### config.mk
export PLATFORM = sky130hd
export DESIGN_NAME = fifo_32b
export DESIGN_NICKNAME = d
export VERILOG_FILES = /design/src/rtl/fifo_32b.sv
export SDC_FILE = /design/constraint.sdc
export NUM_CORES = 1
export LEC_CHECK = 0
export ABC_AREA = 1
export BUFFER_PORTS_ARGS = -buffer_cell sky130_fd_sc_hd__buf_2
export CORE_ASPECT_RATIO = 1.1
export CORE_MARGIN = 2
export CORE_UTILIZATION = 60
export CTS_BUF_LIST = sky130_fd_sc_hd__clkbuf_4
export DETAILED_ROUTE_END_ITERATION = 16
export PLACE_DENSITY = 0.82
export SLEW_MARGIN = 10
export SYNTH_ARGS = -nofsm -noshare
export SYNTH_HDL_FRONTEND = slang
export SYNTH_SLANG_ARGS = --single-unit
### constraint.sdc
create_clock -name clk -period 4.41 [get_ports clk]
set_input_delay 0.2205 -clock clk [delete_from_list [all_inputs] [get_ports clk]]
set_output_delay 0.2205 -clock clk [all_outputs]
set_load 0.05 [all_outputs]
### src/rtl/fifo_32b.sv
// Synchronous 32-bit FIFO with first-word fall-through head, occupancy count
// and sticky overflow/underflow error flags.
module fifo_32b #(
  parameter int unsigned DEPTH = 4,
  parameter int unsigned AW    = 2
) (
  input  logic          clk,
  input  logic          rst_n,
  input  logic          wr_en,
  input  logic [31:0]   wr_data,
  input  logic          rd_en,
  output logic [31:0]   rd_data,
  output logic          rd_valid,
  output logic          full,
  output logic          empty,
  output logic [AW:0]   count,
  output logic          ovf,
  output logic          udf,
  input  logic          clr_err
);

  logic [31:0]   mem [DEPTH];
  logic [AW-1:0] wp_q, wp_d;
  logic [AW-1:0] rp_q, rp_d;
  logic [AW:0]   count_q, count_d;
  logic          ovf_q, ovf_d;
  logic          udf_q, udf_d;
  logic          push_ok;
  logic          pop_ok;

  assign full     = (count_q == (AW+1)'(DEPTH));
  assign empty    = (count_q == '0);
  assign rd_valid = ~empty;
  assign rd_data  = empty ? 32'h0 : mem[rp_q];
  assign count    = count_q;
  assign ovf      = ovf_q;
  assign udf      = udf_q;

  // A full FIFO still takes a push when the head is popped in the same cycle.
  assign push_ok = wr_en & (~full | rd_en);
  assign pop_ok  = rd_en & ~empty;

  always_comb begin
    wp_d    = wp_q;
    rp_d    = rp_q;
    count_d = count_q;
    if (push_ok) wp_d = wp_q + AW'(1);
    if (pop_ok)  rp_d = rp_q + AW'(1);
    if (push_ok && !pop_ok) begin
      count_d = count_q + (AW+1)'(1);
    end else if (pop_ok && !push_ok) begin
      count_d = count_q - (AW+1)'(1);
    end
    // Set conditions win over a same-cycle clear.
    ovf_d = (wr_en & full & ~rd_en) | (ovf_q & ~clr_err);
    udf_d = (rd_en & empty) | (udf_q & ~clr_err);
  end

  always_ff @(posedge clk or negedge rst_n) begin
    if (!rst_n) begin
      wp_q    <= '0;
      rp_q    <= '0;
      count_q <= '0;
      ovf_q   <= 1'b0;
      udf_q   <= 1'b0;
    end else begin
      wp_q    <= wp_d;
      rp_q    <= rp_d;
      count_q <= count_d;
      ovf_q   <= ovf_d;
      udf_q   <= udf_d;
    end
  end

  // Storage is deliberately unreset; empty gates stale contents off rd_data.
  always_ff @(posedge clk) begin
    if (push_ok) mem[wp_q] <= wr_data;
  end

endmodule

==> impl_summary.log <==
[metrics] run status: finished clean
[metrics] number of max-cap violations: 0
[metrics] ANT nets after route: 0
[metrics] setup slack on the worst flop-to-flop path: 2.26 ns
[metrics] final hold violation count: 0
[metrics] critical path data required time: 4.19 ns
[metrics] first-pass GRT wire length: 18.5 mm
[metrics] antenna violations before repair: 0
[metrics] max incr delay on CP: 0.78 ns
[metrics] fill cell count: 653
[metrics] startpoint of the worst register-to-register path: count[0]
[metrics] starting density of the core: 61.0%
[metrics] Post-Syn Area per Cell: 10.5 sq um
[metrics] launching element of the worst setup path: rp_q[0]
[metrics] highest clock rate: 382 MHz
[metrics] antenna cell count: 0
[metrics] hold crit path type: input port to async pin
[metrics] clock latency reported for the late side of the worst-skew pair: 0.53 ns
[metrics] number of primary I/O pins: 77
[metrics] total standard cell area after synthesis: 5980 sq um
[metrics] net count after synthesis: 614
[metrics] clock root buffer: sky130_fd_sc_hd__clkbuf_4
[metrics] y dimension of the die: 109 microns
[metrics] leak pwr: 0.00324 uW
[metrics] end of the critical path: rd_data[13]
[metrics] Max clock buf depth: 2
[metrics] buffers inserted by post-CTS timing repair: 0
[metrics] number of pins with negative max-slew slack in the final report: 0
[metrics] combined buffer and inverter count along the critical path: 2
[metrics] CP Cell Sequence: inv_2 -> nand2_1 -> nand3_1 -> a21oi_1 -> buf_2
[metrics] drt pass-1 iters: 5
[metrics] final std cells w/o fill: 814
[metrics] number of setup violations in the final report: 0
[metrics] clock transition time at the flip-flop clock pins of the worst setup and hold paths: 0.11 ns
[metrics] share of the clock period used by the worst path after layout: 59.3%
[metrics] count of cell types in the netlist: 20
[metrics] Floorplan Core Area: 9790 sq um
[metrics] Layout area overhead: 17.2%
[metrics] accumulated negative setup slack: 0 ns
[metrics] number of I/O port buffers: 76
[metrics] family of cells with the greatest summed delay on the critical path: buffers and inverters
[metrics] DRC violation total after the first TritonRoute iteration: 388
[metrics] power per standard cell area: 721 nW/um^2
[metrics] placer congestion estimate: 0.785
[metrics] Max H-tree Level: 4
[metrics] worst clock skew: 0.0176 ns
[metrics] clock buffer count from CTS: 17
[metrics] die footprint: 10800 sq um
[metrics] worst endpoint data arrival time: 2.40 ns
[metrics] Max-slew headroom: 27.3%
[metrics] crit path max fanout: 65
[metrics] critical path capture point type: primary output
[metrics] Worst Path Class, Setup: flip-flop to primary output
[metrics] Yosys warning total: 0
[metrics] All-Layer GR Usage: 23.0%
[metrics] via count of the first global-routing pass: 3998
[metrics] slowest CP cell: sky130_fd_sc_hd__inv_2
[metrics] crit start category: flip-flop
[metrics] post-synthesis register bit count: 137
[metrics] sum of overflow across all layers after global routing: 0
[metrics] portion of the post-synthesis area used by sequential elements: 68.1%
[metrics] endpoint of the worst register-to-register path: mem[0][3]
[metrics] worst reg-to-reg path cell count: 4
[metrics] Row Count: 38
[metrics] time the final worst path needs with I/O delays and setup: 2.62 ns
[metrics] unrepaired setup endpoints after global routing: false
[metrics] pin count of the biggest net entering global routing: 67
[metrics] ratio of routed vias to standard cells: 5.16
[metrics] Least-Margin Pin Slew: 1.09 ns
[metrics] share of layout cells above drive strength 1: 16.9%
[metrics] final net count: 724
[metrics] DRC violations left: 0
[metrics] number of clock sinks: 137
[metrics] final HPWL from detailed placement: 6.69 mm
[metrics] detailed-route via count: 4198
[metrics] width of the die: 99.2 microns
[metrics] Peak supply drop: 800 uV
[metrics] cell count after placement: 745
[metrics] drt total wl: 12.0 mm
[metrics] average wire per standard cell: 14.7 microns
[metrics] number of cells on the critical path: 5
[metrics] Synth Instances: 571
[metrics] CTS tree: done
-- worst min path at each step --
stage	startpoint	end	slack [ns]
5_1_grt	rst_n	count[2]	0.07
3_3_place_gp	rst_n	count[0]	0.08
6_report	rst_n	count[1]	0.08
2_1_floorplan	rst_n	count[0]	-0.08
3_5_place_dp	rst_n	count[1]	0.09
4_1_cts	rst_n	count[2]	0.04
-- cell usage after synthesis --
cell | count | area share, %
sky130_fd_sc_hd__a21oi_1 | 32 | 2.7
sky130_fd_sc_hd__nor3_1 | 1 | 0.084
sky130_fd_sc_hd__inv_1 | 141 | 8.9
sky130_fd_sc_hd__o22ai_1 | 2 | 0.21
sky130_fd_sc_hd__ha_1 | 5 | 1.0
sky130_fd_sc_hd__fa_1 | 1 | 0.34
sky130_fd_sc_hd__nor2_1 | 5 | 0.31
sky130_fd_sc_hd__nand3_1 | 69 | 5.8
sky130_fd_sc_hd__o21ai_1 | 1 | 0.084
sky130_fd_sc_hd__dfrtp_1 | 9 | 3.8
sky130_fd_sc_hd__clkbuf_1 | 3 | 0.19
sky130_fd_sc_hd__nand2_1 | 143 | 9.0
sky130_fd_sc_hd__buf_6 | 6 | 1.1
sky130_fd_sc_hd__edfxtp_1 | 128 | 64
sky130_fd_sc_hd__buf_2 | 14 | 1.2
sky130_fd_sc_hd__nand4_1 | 1 | 0.10
sky130_fd_sc_hd__nand2_2 | 2 | 0.21
sky130_fd_sc_hd__buf_4 | 1 | 0.13
sky130_fd_sc_hd__inv_2 | 5 | 0.31
sky130_fd_sc_hd__xnor2_1 | 2 | 0.29
-- per-layer routing --
metal | vias up | track usage (%) | wire length, microns
met3 | 19 | 6.03 | 956
met2 | 202 | 39.6 | 6320
met4 | 0 | 10.4 | 164
met1 | 1952 | 27.4 | 4510
li1 | 2025 | - | -
met5 | - | 0 | 0
-- cell families (layout without fill, tap and decap cells) --
family / after synthesis / after routing / share of synthesized area, %
xor+xnor: 2 / 2 / 0.293
simple gates: 221 / 221 / 15.5
fa+ha+maj: 6 / 6 / 1.38
flops: 137 / 137 / 68.1
buf+inv: 170 / 293 / 11.8
compound gates: 35 / 35 / 2.97
-- what timing repair did --
item | in CTS | in global routing
hold buffers | 37 | 0
endpoints found under the hold margin | 142 | 0
gates resized for setup | 0 | 0
-- cell usage in the layout, fill, tap and decap left out, types with 4 or more instances in the layout --
cell type,netlist,final
sky130_fd_sc_hd__nand2_1,143,143
sky130_fd_sc_hd__clkinv_1,0,5
sky130_fd_sc_hd__ha_1,5,5
sky130_fd_sc_hd__inv_2,5,5
sky130_fd_sc_hd__dfrtp_1,9,8
sky130_fd_sc_hd__buf_2,14,76
sky130_fd_sc_hd__inv_1,141,141
sky130_fd_sc_hd__clkbuf_4,0,24
sky130_fd_sc_hd__nor2_4,0,4
sky130_fd_sc_hd__dlygate4sd3_1,0,37
sky130_fd_sc_hd__edfxtp_1,128,128
sky130_fd_sc_hd__nand3_1,69,69
sky130_fd_sc_hd__a21oi_1,32,32
-- power breakdown --
part	switching [uW]	internal [uW]
Clock	395	313
Sequential	81.0	1690
Combinational	2000	572
Total	2480	2570
-- state kept, by name (all words and copies together), names as in the netlist --
register / cells
count: 3
mem: 128
ovf: 1
rp_q: 2
udf: 1
wp_q: 2
-- worst reg2reg max path: cells and delay by family, from the launching register on --
| family | cells | cell delay, ns |
|---|---|---|
| DFF | 1 | 0.47 |
| and+or+nand+nor | 4 | 1.29 |
-- area by class of cell --
class | instances | area [sq um] | area share, %
repair buffers | 115 | 766 | 10.9
multi-input cells | 264 | 1230 | 17.6
clock buffers | 24 | 180 | 2.57
flip-flops and latches | 137 | 4070 | 58.1
well taps | 120 | 150 | 2.14
clock inverters | 8 | 58.8 | 0.839
inverters | 146 | 548 | 7.82
-- stage by stage --
step	hold slack, ns	setup slack, ns	instance area (sq um)	power, uW	utilization [%]
finish	0.0782	1.79	7010	5050	71.5
global route	0.0724	1.64	7010	5310	71.5
CTS	0.0402	1.80	7010	5040	71.5
detailed placement	0.0886	2.23	6400	4320	65.3
global placement	0.0804	2.34	6400	4250	65.3
floorplan	-0.0751	1.49	5980	3800	-
(Power assumes the default switching activity.)
